$ cat src/rtl/minimax_console.sv
// Console/halt peripheral on the minimax data bus; byte FIFO feeding a UART TX (8N1, or 8E1 with MINIMAX_CONSOLE_PARITY_EN).
// Latency: console write at edge N drives the start bit after edge N+1; status readback is one cycle.
// Backpressure: none on the bus; a write to a full FIFO with no pop is dropped and sets sticky overflow.

module minimax_console_fifo #(
    parameter int DEPTH = 8,
    parameter int WIDTH = 8
) (
    input  logic             clk,
    input  logic             reset,
    input  logic             push_vld,
    output logic             push_rdy,
    input  logic [WIDTH-1:0] push_dat,
    output logic             pop_vld,
    input  logic             pop_rdy,
    output logic [WIDTH-1:0] pop_dat,
    output logic             full,
    output logic             empty
);
    localparam int AW    = $clog2(DEPTH);
    localparam int PTR_W = AW + 1;

    logic [WIDTH-1:0] mem [DEPTH];
    logic [PTR_W-1:0] wptr;
    logic [PTR_W-1:0] rptr;
    logic [PTR_W-1:0] count;
    logic             push_acc;
    logic             pop_acc;

    assign count   = wptr - rptr;
    assign full    = (count == PTR_W'(DEPTH));
    assign empty   = (count == '0);
    assign pop_vld = !empty;
    assign pop_dat = mem[rptr[AW-1:0]];

    // A pop in the same cycle frees the slot the push will land in.
    assign push_rdy = !full || pop_rdy;
    assign push_acc = push_vld && push_rdy;
    assign pop_acc  = pop_vld && pop_rdy;

    always_ff @(posedge clk) begin
        if (reset) begin
            wptr <= '0;
            rptr <= '0;
        end else begin
            if (push_acc) wptr <= wptr + PTR_W'(1);
            if (pop_acc)  rptr <= rptr + PTR_W'(1);
        end
    end

    always_ff @(posedge clk) begin
        if (push_acc) mem[wptr[AW-1:0]] <= push_dat;
    end
endmodule

module minimax_console #(
    parameter int          CLKS_PER_BIT = 4,
    parameter int          FIFO_DEPTH   = 8,
    parameter logic [31:0] STATUS_ADDR  = 32'hffff_fff4,
    parameter logic [31:0] CONSOLE_ADDR = 32'hffff_fff8,
    parameter logic [31:0] HALT_ADDR    = 32'hffff_fffc
) (
    input  logic        clk,
    input  logic        reset,
    input  logic [31:0] addr,
    input  logic [31:0] wdata,
    input  logic [3:0]  wmask,
    input  logic        rreq,
    output logic [31:0] rdata,
    output logic        tx,
    output logic        halt,
    output logic [31:0] exit_code,
    output logic        overflow
);
    localparam int CNT_W = (CLKS_PER_BIT > 1) ? $clog2(CLKS_PER_BIT) : 1;

`ifdef MINIMAX_CONSOLE_PARITY_EN
    localparam logic PARITY_PRESENT = 1'b1;
`else
    localparam logic PARITY_PRESENT = 1'b0;
`endif

    typedef enum logic [2:0] {
        S_IDLE,
        S_START,
        S_DATA,
`ifdef MINIMAX_CONSOLE_PARITY_EN
        S_PARITY,
`endif
        S_STOP
    } tx_state_t;

    typedef struct packed {
        logic [26:0] rsvd;
        logic        parity;
        logic        overflow;
        logic        busy;
        logic        empty;
        logic        full;
    } status_t;

    tx_state_t        state, state_nxt;
    logic [CNT_W-1:0] clk_cnt, clk_cnt_nxt;
    logic [2:0]       bit_cnt, bit_cnt_nxt;
    logic [7:0]       shift, shift_nxt;
    logic             tx_nxt;
    logic             last_clk;
`ifdef MINIMAX_CONSOLE_PARITY_EN
    logic             par, par_nxt;
`endif

    logic       wr_en;
    logic       con_push_vld;
    logic       con_push_rdy;
    logic       halt_wr;
    logic       pop_vld;
    logic       pop_rdy;
    logic [7:0] pop_dat;
    logic       fifo_full;
    logic       fifo_empty;
    status_t    status;

    assign wr_en        = (wmask == 4'hf);
    assign con_push_vld = wr_en && (addr == CONSOLE_ADDR);
    assign halt_wr      = wr_en && (addr == HALT_ADDR);

    minimax_console_fifo #(
        .DEPTH (FIFO_DEPTH),
        .WIDTH (8)
    ) u_fifo (
        .clk      (clk),
        .reset    (reset),
        .push_vld (con_push_vld),
        .push_rdy (con_push_rdy),
        .push_dat (wdata[7:0]),
        .pop_vld  (pop_vld),
        .pop_rdy  (pop_rdy),
        .pop_dat  (pop_dat),
        .full     (fifo_full),
        .empty    (fifo_empty)
    );

    assign last_clk = (clk_cnt == CNT_W'(CLKS_PER_BIT - 1));

    always_comb begin
        state_nxt   = state;
        clk_cnt_nxt = clk_cnt;
        bit_cnt_nxt = bit_cnt;
        shift_nxt   = shift;
        pop_rdy     = 1'b0;
`ifdef MINIMAX_CONSOLE_PARITY_EN
        par_nxt     = par;
`endif
        case (state)
            S_IDLE: begin
                pop_rdy = 1'b1;
                if (pop_vld) begin
                    shift_nxt   = pop_dat;
                    bit_cnt_nxt = '0;
                    clk_cnt_nxt = '0;
                    state_nxt   = S_START;
`ifdef MINIMAX_CONSOLE_PARITY_EN
                    par_nxt     = ^pop_dat;
`endif
                end
            end
            S_START: begin
                if (last_clk) begin
                    clk_cnt_nxt = '0;
                    state_nxt   = S_DATA;
                end else begin
                    clk_cnt_nxt = clk_cnt + CNT_W'(1);
                end
            end
            S_DATA: begin
                if (last_clk) begin
                    clk_cnt_nxt = '0;
                    shift_nxt   = {1'b0, shift[7:1]};
                    bit_cnt_nxt = bit_cnt + 3'd1;
                    if (bit_cnt == 3'd7) begin
`ifdef MINIMAX_CONSOLE_PARITY_EN
                        state_nxt = S_PARITY;
`else
                        state_nxt = S_STOP;
`endif
                    end
                end else begin
                    clk_cnt_nxt = clk_cnt + CNT_W'(1);
                end
            end
`ifdef MINIMAX_CONSOLE_PARITY_EN
            S_PARITY: begin
                if (last_clk) begin
                    clk_cnt_nxt = '0;
                    state_nxt   = S_STOP;
                end else begin
                    clk_cnt_nxt = clk_cnt + CNT_W'(1);
                end
            end
`endif
            S_STOP: begin
                if (last_clk) begin
                    clk_cnt_nxt = '0;
                    state_nxt   = S_IDLE;
                end else begin
                    clk_cnt_nxt = clk_cnt + CNT_W'(1);
                end
            end
            default: begin
                clk_cnt_nxt = '0;
                state_nxt   = S_IDLE;
            end
        endcase

        // tx is decoded from the next state so the line itself comes straight off a flop.
        case (state_nxt)
            S_START:  tx_nxt = 1'b0;
            S_DATA:   tx_nxt = shift_nxt[0];
`ifdef MINIMAX_CONSOLE_PARITY_EN
            S_PARITY: tx_nxt = par_nxt;
`endif
            default:  tx_nxt = 1'b1;
        endcase
    end

    always_comb begin
        status          = '0;
        status.parity   = PARITY_PRESENT;
        status.overflow = overflow;
        status.busy     = (state != S_IDLE);
        status.empty    = fifo_empty;
        status.full     = fifo_full;
    end

    always_ff @(posedge clk) begin
        if (reset) begin
            state   <= S_IDLE;
            clk_cnt <= '0;
            bit_cnt <= '0;
            shift   <= '0;
            tx      <= 1'b1;
`ifdef MINIMAX_CONSOLE_PARITY_EN
            par     <= 1'b0;
`endif
        end else begin
            state   <= state_nxt;
            clk_cnt <= clk_cnt_nxt;
            bit_cnt <= bit_cnt_nxt;
            shift   <= shift_nxt;
            tx      <= tx_nxt;
`ifdef MINIMAX_CONSOLE_PARITY_EN
            par     <= par_nxt;
`endif
        end
    end

    always_ff @(posedge clk) begin
        if (reset) begin
            rdata     <= '0;
            halt      <= 1'b0;
            exit_code <= '0;
            overflow  <= 1'b0;
        end else begin
            // Status is sampled from current registers, so a same-cycle write is not yet visible.
            rdata <= (rreq && (addr == STATUS_ADDR)) ? 32'(status) : '0;
            if (halt_wr && !halt) begin
                halt      <= 1'b1;
                exit_code <= wdata;
            end
            if (con_push_vld && !con_push_rdy) overflow <= 1'b1;
        end
    end
endmodule

$ cat config.mk
export PLATFORM = sky130hd
export DESIGN_NAME = minimax_console
export DESIGN_NICKNAME = d
export VERILOG_FILES = /design/src/rtl/minimax_console.sv
export SDC_FILE = /design/constraint.sdc
export NUM_CORES = 1
export LEC_CHECK = 0
export ABC_CLOCK_PERIOD_IN_PS = 3700
export BUFFER_PORTS_ARGS = -buffer_cell sky130_fd_sc_hd__buf_2
export CORE_ASPECT_RATIO = 0.8
export CORE_MARGIN = 1
export CORE_UTILIZATION = 55
export CTS_BUF_LIST = sky130_fd_sc_hd__clkbuf_2 sky130_fd_sc_hd__clkbuf_4 sky130_fd_sc_hd__clkbuf_8
export CTS_CLUSTER_SIZE = 20
export DETAILED_ROUTE_END_ITERATION = 12
export PLACE_DENSITY = 0.93
export RECOVER_POWER = 25
export SKIP_LAST_GASP = 1
export SLEW_MARGIN = 40
export SYNTH_ARGS = -nofsm -noshare
export SYNTH_HDL_FRONTEND = slang
export SYNTH_SLANG_ARGS = --single-unit
$ cat constraint.sdc
create_clock -name clk -period 3.7 [get_ports clk]
set_input_delay 0.185 -clock clk [delete_from_list [all_inputs] [get_ports clk]]
set_output_delay 0.185 -clock clk [all_outputs]
set_load 0.05 [all_outputs]
# After elaboration in Yosys (flattened, before gate mapping)
# Memory sizes are Yosys's and may differ from the RTL's. A register that Yosys moved wholly into a read port is not among the register bits.
# Cells that the tools add are included.
# op_classes
n_addsub	5
mul	0
n_div	0
n_lt_le_gt_ge	0
eq_ne	14
shifts	0
muxes	21
bitwise	1
reduce_logical	19
# op_table
op	n
$eq 32x32->1 const B	3
$mux 3	9
$mux 8	2
$pmux 8 s2	1
$pmux 3 s4	1
$eq 3x2->1 const B	3
$add 4x1->4 const B	2
$eq 4x4->1 const B	2
$logic_and 1x1->1	7
$eq 3x1->1 const B	2
$pmux 3 s2	1
$logic_not 1->1	4
$logic_not 4->1	1
$mux 2	2
$ne 2x2->1 const B	2
$pmux 2 s2	1
$sub 4x4->4	1
$add 3x1->3 const B	1
$eq 3x3->1 const B	1
$logic_not 3->1	1
$mux 1	3
$reduce_and 3->1	1
$reduce_bool 3->1	1
$reduce_or 3->1	1
other kinds (7)	7
# word_totals
regBits	91
latch_bits	0
mem_bits_rw	64
rom_bits	0
in_bits	71
output_inout_bits	67
elab_cells	74
memories	1
# memory_table
name	depth	width	rd	rd_ports_with_merged_regs	wr	line_no	source
u_fifo.mem	8	8	1	1	1	23	logic [WIDTH-1:0] mem [DEPTH];

# Depth between registers and ports, before layout
# Gate-level depths: netlist of run 1.
# depth
ltp_word	7
depth_mapped	9
ltp_nobuf	7

# Hierarchy
# From an unflattened synthesis of run 1, not the netlist that was laid out.
# hier_totals
hier_cells	460
hier_area_um2	5798.1
# modules_own_cells
module	instances	cells_per_inst	area_each_um2	seq_area_each_um2
minimax_console_fifo	1	174	3089.2	2142.1
minimax_console	1	286	2708.8	1101.1

# Worst setup path before layout of run 1
# OpenSTA, ideal clock, no wires.
# synth_timing
kind	reg-to-reg
start	reg u_fifo.rptr[2]
end	mem u_fifo.mem[4][0] (enable)
setup_ns	0.398
arrival_time_ns	2.455
required_time_ns	3.302
setup_slack_ns	0.847
path_stages_with_launch	8
n_path_buf	0
period_less_slack_ns	2.853
path_cell_list	dfxtp_1 > inv_1 > ha_1 > a21oi_1 > and3_4 > or2_4 > o311ai_2 > nor4b_1
# synth_between
elab_chain_cells	7
# synth_lines
element	line_no	source
start: declaration	25	logic [PTR_W-1:0] rptr;
start signal: assignment	47	if (pop_acc) rptr <= rptr + PTR_W'(1);
$sub 4x4->4	30	assign count = wptr - rptr;
$eq 4x4->1	31	assign full = (count == PTR_W'(DEPTH));
$logic_not 1->1	37	assign push_rdy = !full || pop_rdy;
$logic_or 1x1->1	37	
$logic_and 1x1->1	38	assign push_acc = push_vld && push_rdy;
$mux 1	52	if (push_acc) mem[wptr[AW-1:0]] <= push_dat;
$mux 1 (not written as such)	52	
end: declaration	23	
# No other way between the ends.

# Worst setup path after layout of run 1
# layout_timing
start	reg u_fifo.wptr[2]
end	mem u_fifo.mem[7][4] (enable)
# layout_between
elab_chain_cells	7
# layout_lines
element	line_no	source
start: declaration	24	logic [PTR_W-1:0] wptr;
start signal: assignment	46	if (push_acc) wptr <= wptr + PTR_W'(1);
$sub 4x4->4	30	
$eq 4x4->1	31	
$logic_not 1->1	37	
$logic_or 1x1->1	37	
$logic_and 1x1->1	38	
$mux 1	52	
$mux 1 (not written as such)	52	
# Parallel ways exist; a longest one is shown, timed or not.

==> out/summary.md, run 1 <==
- critical-path cell list: ha_1, a21oi_1, a21oi_2, or2_4, o311ai_2, nor2_1
- final cell count without fillers: 701
- number of gates resized after CTS: 0
- summed negative setup slack over all endpoints: 0 ps
- number of instances in the synthesized netlist: 422
- total power divided by cell area: 506.4 nW/µm²
- setup repair after global routing missed its margin: no
- number of antenna violations at the first check in global routing: 0
- Yosys cell types: 49
- first element of the critical path: u_fifo.wptr[2]$_SDFFE_PP0P_
- post-route fraction of the period consumed by the critical path: 77.30%
- Lkg Pwr: 0.002776 µW
- biggest area consumer among synthesized cells: edfxtp_1
- total via count after detailed routing: 4031
- share of synthesized registers carrying an async set or reset: 0%
- class of the worst hold path: in -> reg
- flip-flop and latch count after synthesis: 130
- global-route wire length before repair: 20410 µm
- internal reg-to-reg setup slack: 840 ps
- number of nets in the layout: 631
- number of DRC markers in iteration 0: 407
- proportion of layout cells with a drive suffix above 1: 30.62%
- number of buffers on the longest clock path: 2
- average cell area after synthesis: 12.96 µm²
- VDD IR max: 0.3344 mV
- final hold violation count: 0
- CP Max Fanout: 12
- Total Routing Usage GR: 26.62%
- worst endpoint data arrival time: 2970 ps
- detailed-route wire length per cell: 18.56 µm
- TritonCTS clock tree: yes
- Antenna Cells: 0
- Top FF cell, synth: dfxtp_1
- Req. time, crit path: 3810 ps
- initial core utilization: 56.69%
- CTS buffer count: 17
- clk_lat worst skew: 440 ps
- count of endpoints failing setup in the final report: 0
- number of levels the H-tree was split into: 4
- startpoint kind of the worst setup timing path: flip-flop
- largest cells by area after synthesis: edfxtp_1, dfxtp_1, mux4_2
- Fmax: 349.6 MHz
- number of synthesis warnings: 0
- run status: finished clean
- worst hold path endpoint: exit_code[19]$_SDFFE_PP0P_
- hold path cells: 3
- FP Rows: 32
- launch point of the worst hold path: wdata[19]
- HPWL reported at the end of detailed placement: 7912 µm
- number of global-route vias before repair: 3940
- Reg-to-Reg End: u_fifo.mem[7][4]$_DFFE_PP_
- Seq/Total Area, Yosys: 59.29%
- number of max-capacitance violations reported: 0
- Final Routed Wirelength: 13010 µm
- transition at the pin with the smallest max-transition slack: 796.1 ps
- 1st-pass router iterations: 5
- kind of critical path: reg -> reg
- number of enable flip-flop cells after synthesis: 64
- kind of end point of the critical path: flip-flop
- die boundary height: 91.20 µm
- mean number of vias per cell: 5.750
- launch point of the worst reg-to-reg path: u_fifo.wptr[2]$_SDFFE_PP0P_
- global placement routability congestion: 0.7939
- Final Max Slew Viols: 0
- die width: 113.5 µm
- Worst-path clk slew: 80 ps
- final-layout worst hold slack: 8.109 ps
- maximum number of pins on one net before global-route repair: 66
- worst-path cell with the longest stage delay: o311ai_2
- Min Clock Period, post-route: 2860 ps
- Cells after DPL: 651
- clock sinks: 130
- delay of the slowest cell on the worst path: 560 ps
- number of top-level pins: 138
- relative max-transition margin: 46.73%
- Antenna Nets Post-Route: 0
- r2r worst-path depth: 6
- Worst Clk Skew: 13.93 ps
- utilization after layout: 68.28%
- Core Box Area: 9649 µm²
- growth of design area from synthesis to finish: 20.45%
- Die Outline Area: 10350 µm²
- root buffer cell: clkbuf_8
- post-synthesis instance area: 5470 µm²
- aggregate global routing overflow: 0
- Post-route DRC: 0
- Port Buffer Count: 109
- area fraction of the dominant cell type after synthesis: 35.13%
cell type report:
type                       count  area [µm²]
clock buffer                  23       297.8
clock inverter                 9       77.57
tap                          136       170.2
fill                         597        3060
timing repair buffer         134       768.2
sequential                   130        3244
inverter                       7       26.28
multi-input combinational    262        2004
how the worst max path moves through the flow:
stage / end / slack (ps) / cells after the start
finish: u_fifo.mem[7][4]$_DFFE_PP_ / 840 / 6
global placement: u_fifo.mem[3][7]$_DFFE_PP_ / 840 / 6
floorplan: u_fifo.mem[4][0]$_DFFE_PP_ / 850 / 7
global route: u_fifo.mem[7][2]$_DFFE_PP_ / 680 / 6
CTS: u_fifo.mem[7][2]$_DFFE_PP_ / 890 / 6
detailed placement: u_fifo.mem[7][7]$_DFFE_PP_ / 970 / 6
logic make-up after synthesis:
family | Yosys count | synth area share (%)
flip-flops | 130 | 59.29
AND/OR/NAND/NOR | 108 | 10.18
adder cells (fa/ha/maj) | 8 | 1.830
multiplexers | 60 | 14.89
buffers and inverters | 58 | 6.313
other | 1 | 0.06855
XOR/XNOR | 3 | 0.4804
AO/OA/AOI/OAI | 54 | 6.954
per-stage QoR:
stage / setup WS (ps) / cell area (µm²) / total power (µW)
final: 839.7 / 6589 / 3336
after global routing: 682.7 / 6589 / 3461
after CTS: 893.9 / 6599 / 3323
after detailed placement: 966.2 / 6043 / 2194
after global placement: 837.9 / 6022 / 2154
after floorplan: 847.0 / 5575 / 2102
layer usage:
| layer | part of all wire, % | up-vias | track usage, % |
|---|---|---|---|
| li1 | - | 1792 | - |
| met1 | 39 | 1958 | 32.29 |
| met2 | 50 | 240 | 43.80 |
| met3 | 8.1 | 41 | 7.744 |
| met4 | 3.3 | 0 | 12.39 |
| met5 | 0 | - | 0 |
Yosys cell counts (2+ instances only):
| library cell | instances |
|---|---|
| a21oi_1 | 19 |
| a32oi_1 | 9 |
| and4_1 | 3 |
| buf_1 | 2 |
| buf_2 | 6 |
| buf_4 | 28 |
| buf_6 | 2 |
| clkbuf_1 | 13 |
| dfxtp_1 | 66 |
| edfxtp_1 | 64 |
| ha_1 | 8 |
| inv_1 | 7 |
| mux2_2 | 10 |
| mux2i_1 | 33 |
| mux4_2 | 16 |
| nand2_1 | 9 |
| nand2b_1 | 4 |
| nand3_1 | 6 |
| nand4_1 | 9 |
| nand4b_1 | 2 |
| nor2_1 | 49 |
| nor2b_1 | 3 |
| nor3_1 | 4 |
| nor3b_1 | 3 |
| nor4_1 | 4 |
| nor4b_1 | 5 |
| o211ai_1 | 11 |
| o21ai_0 | 4 |
| o311ai_0 | 2 |
| xnor2_1 | 2 |
layout by cell type (no fill, tap or decap), types with 2 or more instances in the layout:
cell type	instances
buf_2	101
dfxtp_1	65
edfxtp_1	64
nor2_1	49
mux2i_1	33
conb_1	29
clkbuf_8	20
a21oi_1	19
dlygate4sd3_1	18
mux4_2	16
o211ai_1	11
mux2_2	10
nand2_1	9
nand4_1	9
a32oi_1	9
ha_1	8
clkbuf_1	8
inv_1	7
buf_4	7
nand3_1	5
nor4b_1	5
nand2b_1	4
nor4_1	4
o21ai_0	4
clkinv_2	4
nor3_1	3
and4_1	3
nor2b_1	3
nor3b_1	3
clkbuf_4	3
inv_4	3
xnor2_1	2
nand4b_1	2
o311ai_0	2
where the power goes:
part	internal, µW	switching, µW
logic	225	356
clock network	604	538
registers	1550	65.5
total	2380	960
timing repair:
| item | in CTS | in global routing |
|---|---|---|
| endpoints found under the hold margin | 18 | 0 |
| hold buffers | 18 | 0 |
| setup buffers | 0 | 0 |
critical path, delay by kind of cell, from the launching register on:
kind	cells	cell delay, ps
compound gates	3	960
fa+ha+maj	1	350
flops	1	550
simple gates	2	650
state kept, by name, indices dropped and copies added (netlist names), 2 cells and up, named ones only:
| name | cells |
|---|---|
| u_fifo.mem | 64 |
| exit_code | 32 |
| shift | 8 |
| u_fifo.rptr | 4 |
| rdata | 4 |
| state | 3 |
| u_fifo.wptr | 4 |
| bit_cnt | 3 |
| clk_cnt | 2 |
No activity file was read; power rests on OpenSTA's default activity.
==> run 2, diff against run 1 <==
--- a/config.mk
+++ b/config.mk
@@ -5,15 +5,15 @@
 export SDC_FILE = /design/constraint.sdc
 export NUM_CORES = 1
 export LEC_CHECK = 0
-export ABC_CLOCK_PERIOD_IN_PS = 3700
+export ABC_CLOCK_PERIOD_IN_PS = 2350
 export BUFFER_PORTS_ARGS = -buffer_cell sky130_fd_sc_hd__buf_2
 export CORE_ASPECT_RATIO = 0.8
 export CORE_MARGIN = 1
-export CORE_UTILIZATION = 55
+export CORE_UTILIZATION = 50
 export CTS_BUF_LIST = sky130_fd_sc_hd__clkbuf_2 sky130_fd_sc_hd__clkbuf_4 sky130_fd_sc_hd__clkbuf_8
 export CTS_CLUSTER_SIZE = 20
 export DETAILED_ROUTE_END_ITERATION = 12
-export PLACE_DENSITY = 0.93
+export PLACE_DENSITY = 0.9
 export RECOVER_POWER = 25
 export SKIP_LAST_GASP = 1
 export SLEW_MARGIN = 40
==> constraint.sdc (replaced) <==
create_clock -name clk -period 2.35 [get_ports clk]
set_input_delay 0.1175 -clock clk [delete_from_list [all_inputs] [get_ports clk]]
set_output_delay 0.1175 -clock clk [all_outputs]
set_load 0.05 [all_outputs]
==> out/summary.md, run 2 (same netlist as run 1, synthesis figures left out) <==
- run status: finished clean, unchanged
- Worst-path clk slew: 70 ps, was 80 ps
- delay of the slowest cell on the worst path: 350 ps, was 560 ps
- FP Rows: 33, was 32
- aggregate global routing overflow: 0, unchanged
- number of global-route vias before repair: 4282, was 3940
- clk_lat worst skew: 430 ps, was 440 ps
- Total Routing Usage GR: 26.54%, was 26.62%
- Lkg Pwr: 0.002996 µW, was 0.002776 µW
- root buffer cell: clkbuf_8, unchanged
- Die Outline Area: 11370 µm², was 10350 µm²
- hold path cells: 3, unchanged
- Cells after DPL: 676, was 651
- worst-path cell with the longest stage delay: dfxtp_2, was o311ai_2
- Port Buffer Count: 109, unchanged
- transition at the pin with the smallest max-transition slack: 746.4 ps, was 796.1 ps
- most used cell, CP: buf_4
- met1 track demand over resource in global routing: 28.47%, was 32.29%
- Antenna Nets Post-Route: 0, unchanged
- Worst Clk Skew: 15.42 ps, was 13.93 ps
- number of buffers on the longest clock path: 2, unchanged
- number of flip-flops in the largest register: 64, unchanged
- footprint of the multi-input gates: 2122 µm², was 2004 µm²
- final hold violation count: 0, unchanged
- highest-count cells in the layout ignoring fill and taps: buf_2, edfxtp_1, dfxtp_1, was buf_2, dfxtp_1, edfxtp_1
- critical-path cell list: inv_2, ha_4, a21oi_2, buf_4, a21oi_2, buf_4, o211a_1, buf_4, o21ai_0, a21oi_1, was ha_1, a21oi_1, a21oi_2, or2_4, o311ai_2, nor2_1
- global-route wire length before repair: 22270 µm, was 20410 µm
- mean number of vias per cell: 5.738, was 5.750
- global placement routability congestion: 0.8178, was 0.7939
- VDD IR max: 0.4606 mV, was 0.3344 mV
- relative max-transition margin: 50.24%, was 46.73%
- Final Max Slew Viols: 0, unchanged
- count of cell instances traversed by the critical path: 10, was 6
- total power of the final layout: 5758 µW, was 3336 µW
- clock sinks: 130, unchanged
- Min Clock Period, post-route: 2346 ps, was 2860 ps
- post-route fraction of the period consumed by the critical path: 99.81%, was 77.30%
- number of top-level pins: 138, unchanged
- number of nets in the layout: 666, was 631
- Req. time, crit path: 2630 ps, was 3810 ps
- CTS buffer count: 17, unchanged
- kind of critical path: reg -> reg, unchanged
- Top delay family on crit path: compound AO/OA/AOI/OAI gates, unchanged
- final cell count without fillers: 741, was 701
- count of endpoints failing setup in the final report: 0, unchanged
- met2 routing resource usage after global routing: 49.90%, was 43.80%
- TritonCTS clock tree: yes, unchanged
- growth of design area from synthesis to finish: 30.42%, was 20.45%
- class of the worst hold path: in -> reg, unchanged
- die width: 118.9 µm, was 113.5 µm
- total cell area at the placement stage: 6331 µm², was 6043 µm²
- area used by sequential logic in the layout: 3249 µm², was 3244 µm²
- number of max-capacitance violations reported: 0, unchanged
- summed negative setup slack over all endpoints: 0 ps, unchanged
- layer with the highest usage: met2, unchanged
- startpoint kind of the worst setup timing path: flip-flop, unchanged
- most common library cell in the layout ignoring fill and taps: buf_2, unchanged
- r2r worst-path depth: 10, was 6
- Final Routed Wirelength: 15010 µm, was 13010 µm
- number of levels the H-tree was split into: 4, unchanged
- number of fillers in the final layout: 620, was 597
- number of DRC markers in iteration 0: 315, was 407
- maximum number of pins on one net before global-route repair: 38, was 66
- total via count after detailed routing: 4252, was 4031
- HPWL reported at the end of detailed placement: 8822 µm, was 7912 µm
- number of antenna violations at the first check in global routing: 1, was 0
- fin area: 7134 µm², was 6589 µm²
- Core Box Area: 10450 µm², was 9649 µm²
- worst endpoint data arrival time: 2620 ps, was 2970 ps
- final-layout worst hold slack: 16.54 ps, was 8.109 ps
- Fmax: 426.3 MHz, was 349.6 MHz
- detailed-route wire length per cell: 20.25 µm, was 18.56 µm
- Post-route DRC: 0, unchanged
- total power divided by cell area: 807.1 nW/µm², was 506.4 nW/µm²
- Bufs and invs on worst path: 4, was 0
- 1st-pass router iterations: 5, unchanged
- CP Max Fanout: 11, was 12
- kind of end point of the critical path: flip-flop, unchanged
- die boundary height: 95.56 µm, was 91.20 µm
- met3 GRT Util: 7.656%, was 7.744%
- proportion of layout cells with a drive suffix above 1: 35.17%, was 30.62%
- initial core utilization: 52.37%, was 56.69%
## run 2: cell type report
cell class | count | area share, %
Clock inverter | 9 | 2.122
Clock buffer | 23 | 4.174
Timing Repair Buffer | 169 | 15.52
Antenna cell | 1 | 0.03508
Inverter | 7 | 0.4034
Sequential cell | 130 | 45.55
Multi-Input combinational cell | 262 | 29.74
Tap cell | 140 | 2.455
## run 2: timing repair
action / 4_1_cts / 5_1_grt
gates cloned: 0 / 0
hold endpoints to repair: 64 / 0
endpoints found under the setup margin: 59 / 37
gates resized for setup: 4 / 5
setup buffers: 2 / 0
hold buffers: 30 / 0
pin swaps: 2 / 1
## run 2: metal layers
metal  up-vias  wire [µm]
li1       1864          -
met1      2033       5333
met2       302       7820
met3        53       1282
met4         0        569
met5         -          0
## run 2: where the power goes
part           internal [µW]  switching [µW]  leakage [µW]
clock network           1280             855      0.000235
logic                    454             691       0.00165
registers               2430            47.7       0.00111
## run 2: final timing paths
| path | startpoint | end | slack [ps] |
|---|---|---|---|
| setup / recovery | u_fifo.rptr[2]$_SDFFE_PP0P_ | u_fifo.rptr[0]$_SDFFE_PP0P_ | 4 |
| hold / removal | addr[2] | halt$_SDFFE_PP0P_ | 20 |
| setup reg to reg | u_fifo.rptr[2]$_SDFFE_PP0P_ | u_fifo.rptr[0]$_SDFFE_PP0P_ | 4 |
| hold reg to reg | overflow$_SDFFE_PP0P_ | rdata[3]$_SDFF_PP0_ | 460 |
## run 2: worst min-delay path: cells and delay by family
family          cells  cell delay [ps]
compound gates      1               60
simple gates        1               90
buf+inv             1              130
## run 2: metrics by stage
step / setup slack, ps / utilization (%)
finish: 4.453 / 68.30
global route: -56.55 / 68.30
CTS: 8.240 / 68.21
detailed placement: -76.71 / 60.61
global placement: -1.864 / 60.61
floorplan: 7.443 / -
